<file path="src/rtl/mult_pkg.sv">
// Shared definitions for the sequential shift-add multiplier: FSM state
// encoding and the default operand width.
package mult_pkg;

    localparam int DEFAULT_WIDTH = 8;

    typedef enum logic [1:0] {
        CARREGAR = 2'b00,   // idle / operand load
        SOMAR    = 2'b01,   // shift-add iterations
        PARA     = 2'b10    // product ready, one-cycle DONE
    } state_t;

endpackage

</file>
<file path="src/rtl/mult_abs.sv">
// Conditional two's-complement magnitude: when i_signed is set and the
// operand is negative, return its negation; otherwise pass it through.
// The most-negative value maps to 2^(WIDTH-1), which is still exact when
// read back as an unsigned WIDTH-bit number.
module mult_abs #(
    parameter int WIDTH = 8
) (
    input  logic [WIDTH-1:0] i_value,
    input  logic             i_signed,
    output logic [WIDTH-1:0] o_magnitude
);

    assign o_magnitude = (i_signed && i_value[WIDTH-1]) ? -i_value : i_value;

endmodule

</file>
<file path="src/rtl/seq_multiplier.sv">
// Sequential shift-add multiplier. One partial-product add per cycle,
// terminating early once no multiplier bits remain.
// Optional signed support is compiled in with macro SEQ_MULTIPLIER_SIGNED_EN:
// it adds the SIGNED_OP input, loads operand magnitudes and negates the
// result when the operand signs differ.
module seq_multiplier
    import mult_pkg::*;
#(
    parameter int WIDTH = DEFAULT_WIDTH
) (
    input  logic               CLK,
    input  logic               RESET_N,
    input  logic               START,
`ifdef SEQ_MULTIPLIER_SIGNED_EN
    input  logic               SIGNED_OP,
`endif
    input  logic [WIDTH-1:0]   A,
    input  logic [WIDTH-1:0]   B,
    output logic               BUSY,
    output logic               DONE,
    output logic [2*WIDTH-1:0] MULT_SAIDA
);

    state_t               r_state;
    state_t               w_state_next;

    logic [2*WIDTH-1:0]   r_pr;         // accumulated product
    logic [2*WIDTH-1:0]   r_br;         // shifted multiplicand
    logic [WIDTH-1:0]     r_ar;         // remaining multiplier bits
    logic [WIDTH-1:0]     w_ar_shift;
    logic [WIDTH-1:0]     w_a_mag;
    logic [WIDTH-1:0]     w_b_mag;

`ifdef SEQ_MULTIPLIER_SIGNED_EN
    logic                 r_neg;        // result sign for a signed operation

    mult_abs #(.WIDTH(WIDTH)) u_abs_a (
        .i_value     (A),
        .i_signed    (SIGNED_OP),
        .o_magnitude (w_a_mag)
    );

    mult_abs #(.WIDTH(WIDTH)) u_abs_b (
        .i_value     (B),
        .i_signed    (SIGNED_OP),
        .o_magnitude (w_b_mag)
    );
`else
    assign w_a_mag = A;
    assign w_b_mag = B;
`endif

    assign w_ar_shift = r_ar >> 1;

    // State register.
    always_ff @(posedge CLK or negedge RESET_N) begin
        if (!RESET_N) begin
            r_state <= CARREGAR;
        end else begin
            r_state <= w_state_next;
        end
    end

    // Next-state logic: a zero multiplier skips straight to PARA; SOMAR
    // exits on the edge that consumes the last set multiplier bit.
    always_comb begin
        w_state_next = r_state;
        case (r_state)
            CARREGAR: begin
                if (START) begin
                    w_state_next = (w_b_mag == '0) ? PARA : SOMAR;
                end
            end
            SOMAR: begin
                if (w_ar_shift == '0) begin
                    w_state_next = PARA;
                end
            end
            PARA:    w_state_next = CARREGAR;
            default: w_state_next = CARREGAR;
        endcase
    end

    // Datapath: load on an accepted START, shift-add while in SOMAR, hold otherwise.
    always_ff @(posedge CLK or negedge RESET_N) begin
        if (!RESET_N) begin
            r_pr <= '0;
            r_br <= '0;
            r_ar <= '0;
`ifdef SEQ_MULTIPLIER_SIGNED_EN
            r_neg <= 1'b0;
`endif
        end else begin
            case (r_state)
                CARREGAR: begin
                    if (START) begin
                        r_br <= {{WIDTH{1'b0}}, w_a_mag};
                        r_ar <= w_b_mag;
                        r_pr <= '0;
`ifdef SEQ_MULTIPLIER_SIGNED_EN
                        r_neg <= SIGNED_OP & (A[WIDTH-1] ^ B[WIDTH-1]);
`endif
                    end
                end
                SOMAR: begin
                    if (r_ar[0]) begin
                        r_pr <= r_pr + r_br;
                    end
                    r_br <= r_br << 1;
                    r_ar <= w_ar_shift;
                end
                default: begin
                end
            endcase
        end
    end

    assign DONE = (r_state == PARA);
    assign BUSY = (r_state != CARREGAR);

`ifdef SEQ_MULTIPLIER_SIGNED_EN
    assign MULT_SAIDA = r_neg ? -r_pr : r_pr;
`else
    assign MULT_SAIDA = r_pr;
`endif

endmodule

</file>
<file path="config.mk">
export PLATFORM = sky130hd
export DESIGN_NAME = seq_multiplier
export DESIGN_NICKNAME = d
export VERILOG_FILES = /design/src/rtl/mult_pkg.sv /design/src/rtl/mult_abs.sv /design/src/rtl/seq_multiplier.sv
export SDC_FILE = /design/constraint.sdc
export NUM_CORES = 1
export LEC_CHECK = 0
export BUFFER_PORTS_ARGS = -buffer_cell sky130_fd_sc_hd__buf_2
export CAP_MARGIN = 25
export CORE_UTILIZATION = 30
export DETAILED_ROUTE_END_ITERATION = 8
export GPL_TIMING_DRIVEN = 0
export PLACE_DENSITY = 0.57
export SETUP_SLACK_MARGIN = 0.4
export SLEW_MARGIN = 5
export SYNTH_ARGS = -nofsm -noshare
export SYNTH_HDL_FRONTEND = slang
export SYNTH_SLANG_ARGS = --single-unit
</file>
<file path="constraint.sdc">
create_clock -name CLK -period 4.3 [get_ports CLK]
set_clock_uncertainty 0.2 [all_clocks]
set_input_delay 0.215 -clock CLK [delete_from_list [all_inputs] [get_ports CLK]]
set_output_delay 0.215 -clock CLK [all_outputs]
set_load 0.01 [all_outputs]
</file>
* After elaboration in Yosys (flattened, before gate mapping) *
Cells that the tools add are included.

operators by class
  $add $sub $neg = 1
  multipliers = 0
  divide/modulo/power cells = 0
  magnitude comparators = 0
  equal/unequal tests = 5
  shift-type cells = 0
  muxes and demuxes = 11
  bitwise logic cells = 0
  reductions and logical operators = 8

operator list
  kind                                                              count
  16-bit one-hot mux with 2 select lines                            2
  16-bit two-way mux                                                3
  16-bit adder                                                      1
  8-bit logical NOT                                                 2
  8-bit one-hot mux with 2 select lines                             1
  8-bit two-way mux                                                 1
  2-bit two-way mux                                                 3
  2-bit inequality test (second input constant)                     3
  2-bit one-hot mux with 2 select lines                             1
  2-bit AND reduction                                               2
  2-bit nonzero test                                                2
  3-bit AND reduction                                               1
  2-bit by 1-bit == test with 1-bit output (second input constant)  1
  2-bit == test (second input constant)                             1
  2-bit logical NOT                                                 1

word-level totals
  register bits after elaboration = 42
  latch bits = 0
  memory bits (writable) = 0
  bits in read-only memories = 0
  bits of input ports = 19
  output and inout port bits = 18
  word-level logic and storage cells = 29
  memories kept = 0

* Logic depth before layout (Yosys ltp) *
  word-level depth = 4
  depth in mapped cells = 8

* Worst setup path before layout *
Ideal clock, no wire load.

  path type = register to register
  start = register r_pr[0] (netlist: MULT_SAIDA[0])
  end = register r_pr[10] (netlist: MULT_SAIDA[10])
  library setup time = 0.122 ns
  arrival = 1.931 ns
  setup slack = 2.047 ns
  cell stages (with the launch flop) = 9
  period minus slack after synthesis = 2.253 ns
  path through = dfrtp_1 -> ha_1 -> inv_1 -> fa_1 -> nor2b_1 -> o211ai_1 -> a211oi_1 -> o21ai_0 -> a32o_1

between the ends
  word-level cells in the longest chain between the ends = 3

RTL lines
  item                                    RTL line               text
  from (decl)                             seq_multiplier.sv:27   logic [2*WIDTH-1:0] r_pr;
  from (signal assigned)                  seq_multiplier.sv:107  r_pr <= r_pr + r_br;
  16-bit adder                            seq_multiplier.sv:107
  16-bit two-way mux                      seq_multiplier.sv:106  if (r_ar[0]) begin
  16-bit one-hot mux with 2 select lines  seq_multiplier.sv:94   case (r_state)

No other way between the ends. The select of a mux whose other input is x is not followed.
A chain may end at the register's enable or synchronous reset.

* Worst setup path after layout *
Ends and elaborated chain as after synthesis.

==> impl_metrics.env <==
export IMPL_synth_top_family_by_area="compound AO/OA/AOI/OAI gates"
export IMPL_area_growth_pct=17.03
export IMPL_gr_usage_all_layers_pct=15.29
export IMPL_grt_max_degree=43
export IMPL_synth_area_mm2=0.002571
export IMPL_synth_async_reset_ratio_pct=100.0
export IMPL_worstSetupEndpointType="flop"
export IMPL_ys_seq_elements=42
export IMPL_fin_crit_ns=2.622
export IMPL_ios=37
export IMPL_synth_warnings=0
export IMPL_cts_resized=0
export IMPL_detail_route_vias_per_cell=5.189
export IMPL_first_pass_iters=4
export IMPL_fmax_mhz=381.5
export IMPL_rsz0062_at_grt="no"
export IMPL_crit_buf_inv=1
export IMPL_start_util_pct=31.14
export IMPL_cts_hold_buffers_added=2
export IMPL_tritoncts="yes"
export IMPL_cts_buffers=5
export IMPL_port_buffers=36
export IMPL_finalHoldViolCount=0
export IMPL_cp_top_family="compound AO/OA/AOI/OAI gates"
export IMPL_worstSetupPathType="flop to flop"
export IMPL_placed_area_mm2=0.002883
export IMPL_fin_tns_setup_ns=0
export IMPL_num_vias=2221
export IMPL_finalCritPeriodShare_pct=60.97
export IMPL_critPathMaxStageDelay_ns=0.39
export IMPL_die_w_um=94.58
export IMPL_ys_seq_area_share_pct=40.88
export IMPL_multiInputGateArea_mm2=0.001433
export IMPL_status="completed"
export IMPL_cts_setup_buffers=0
export IMPL_drt_iter0_drc=59
export IMPL_min_delay_start="A[7]"
export IMPL_clkSinkCount=42
export IMPL_worst_pin_slew_ns=0.7910
export IMPL_hold_path_class="primary input to flop"
export IMPL_pre_cts_ws_ns=1.700
export IMPL_wl_per_cell_um=15.48
export IMPL_worstPathCellList="ha_1 > inv_1 > fa_1 > nor2b_1 > o211ai_1 > a211oi_1 > o21ai_0 > a32o_1"
export IMPL_drc=0
export IMPL_cts_htree_levels=2
export IMPL_fillCellCount=882
export IMPL_synth_edff_count=0
export IMPL_postRouteWirelength_um=6624
export IMPL_grt_pass1_vias=2030
export IMPL_cp_max_fo=4
export IMPL_setup_viol=0
export IMPL_die_h_um=94.58
export IMPL_ant_nets=0
export IMPL_r2r_start="MULT_SAIDA[0]$_DFFE_PN0P_"
export IMPL_finalMaxSlewViolations=0
export IMPL_postLayoutSetupSlackWorst_ns=1.678
export IMPL_synth_compound_area_share_pct=21.90
export IMPL_gp_congestion=0.8364
export IMPL_synth_top_flop_cell="dfrtp_1"
export IMPL_overflow=0
export IMPL_synth_fa_ha_area_share_pct=8.078
export IMPL_syn_nets=311
export IMPL_clockBufferDepth=2
export IMPL_synth_area_per_cell_um2=9.316
export IMPL_worst_ep_required_time_ns=4.29
export IMPL_dp_hpwl_um=4858
export IMPL_relSlewSlack_pct=47.16
export IMPL_seq_area_mm2=0.001051
export IMPL_irDropWorstVdd_v=0.0002090
export IMPL_crit_arrival_ns=2.61
export IMPL_muxShareOfSynthArea_pct=6.229
export IMPL_cp_startpoint="MULT_SAIDA[0]$_DFFE_PN0P_"
export IMPL_grt_pass1_wl_um=10370
export IMPL_dieArea_mm2=0.008945
export IMPL_p_leak_nw=1.446
export IMPL_antenna_cells=0
export IMPL_cellPowerDensity_mw_per_mm2=708.1
export IMPL_clk_latency_ns=0.30
export IMPL_cap_violations=0
export IMPL_antenna_found_initial=0
export IMPL_final_nets=357
export IMPL_drive_above_1_share_pct=18.89
export IMPL_rows=33
export IMPL_ys_types=48
export IMPL_clk_pin_slew_ns=0.09
export IMPL_synthCells=276
export IMPL_synth_xor_area_share_pct=2.725
export IMPL_setup_worst_path_start_class="flop"
export IMPL_crit_path_top_delay_cell="dfrtp_1"
export IMPL_synth_simple_gate_area_share_pct=16.79
export IMPL_final_cell_area_mm2=0.003009
export IMPL_cts_root_buf="clkbuf_8"
export IMPL_core_mm2=0.008258
placed cells by master, fill, tap and decap left out, drive strengths merged, types with 4 or more instances in the layout:
master	instances
o211ai	4
o21ai	33
xnor2	4
a21oi	15
nand2	45
nor4	4
a22o	9
mux2i	16
nor2b	7
nor3	4
buf	47
nor2	5
dfrtp	42
xor2	4
a21o	6
nand3	7
clkbuf	13
ha	15
Yosys cell counts (all sizes together), types with 2 or more instances:
master / count / area share (%)
ha: 15 / 7.3
nor3: 4 / 0.78
nand2: 45 / 6.6
o31a: 2 / 0.68
xnor2: 4 / 1.4
inv: 3 / 0.44
nand3: 7 / 1.4
o21ai: 33 / 6.4
nand2b: 2 / 0.49
o31ai: 2 / 0.58
a22o: 9 / 3.1
or4: 2 / 0.58
and4: 3 / 1.0
nor2b: 7 / 1.7
xor2: 4 / 1.4
a211oi: 3 / 0.88
or3: 2 / 0.49
o211ai: 4 / 1.6
nor4: 4 / 0.97
a21oi: 15 / 3.1
a21o: 6 / 1.8
nand4: 2 / 0.49
nor2: 5 / 0.73
clkbuf: 7 / 1.1
dfrtp: 42 / 41
or2: 3 / 0.73
buf: 10 / 1.9
a32o: 2 / 0.78
mux2i: 16 / 6.2
layer usage:
metal,track usage [%],routed length [um],vias to the layer above
met2,24.03,3072,33
met3,2.576,218,8
met1,21.70,3260,1085
met5,0,0,-
met4,3.914,72,0
li1,-,-,1095
per-stage QoR:
step / util (%) / total power, mW / hold slack [ns] / std cells
4_1_cts: 36.20 / 2.149 / 0.01158 / 427
2_1_floorplan: - / 1.534 / -0.2806 / 276
5_1_grt: 36.44 / 2.320 / 0.01014 / 428
3_5_place_dp: 34.91 / 1.878 / 0.2273 / 417
6_report: 36.44 / 2.131 / 0.01179 / 428
3_3_place_gp: 34.91 / 1.849 / 0.2219 / 417
layout make-up:
cell class / count / area share [%]
clock buffers: 6 / 2.412
inverters: 3 / 0.3742
clock inverters: 2 / 0.4574
repair buffers: 39 / 7.318
well taps: 105 / 4.366
flip-flops and latches: 42 / 34.93
multi-input cells: 214 / 47.61
plain buffers: 17 / 2.536
cells by family (layout without fill, tap and decap cells):
family                   count (synthesis)  after routing
AND/OR/NAND/NOR                         89             89
adder cells (fa/ha/maj)                 16             16
flip-flops                              42             42
AO/OA/AOI/OAI                           85             85
multiplexers                            16             16
buffers and inverters                   20             67
XOR/XNOR                                 8              8
tightest hold or removal path: stages:
cell	delay, ns
buf_2	0.09
mux2i_1	0.05
o21ai_0	0.13
flip-flops by register name, indices dropped and copies added (netlist names):
name / cells
r_state: 2
r_br: 16
MULT_SAIDA: 16
r_ar: 8
where the power goes:
group	switching (mW)	leakage, nW	internal (mW)
combinational	0.695	0.853	0.463
sequential	0.153	0.548	0.560
clock	0.146	0.0452	0.115
total	0.993	1.45	1.14
path summary, 6_finish.rpt:
check                                             end  slack, ns  cells past startpoint
max in group asynchronous         r_ar[2]$_DFFE_PN0P_       3.24                      3
hold / removal                    r_br[7]$_DFFE_PN0P_       0.01                      3
setup reg to reg           MULT_SAIDA[10]$_DFFE_PN0P_       1.68                      8
hold reg to reg                   r_ar[3]$_DFFE_PN0P_       0.32                      2
setup / recovery           MULT_SAIDA[10]$_DFFE_PN0P_       1.68                      8
min in group asynchronous  MULT_SAIDA[12]$_DFFE_PN0P_       0.17                      2
(Power assumes the default switching activity.)
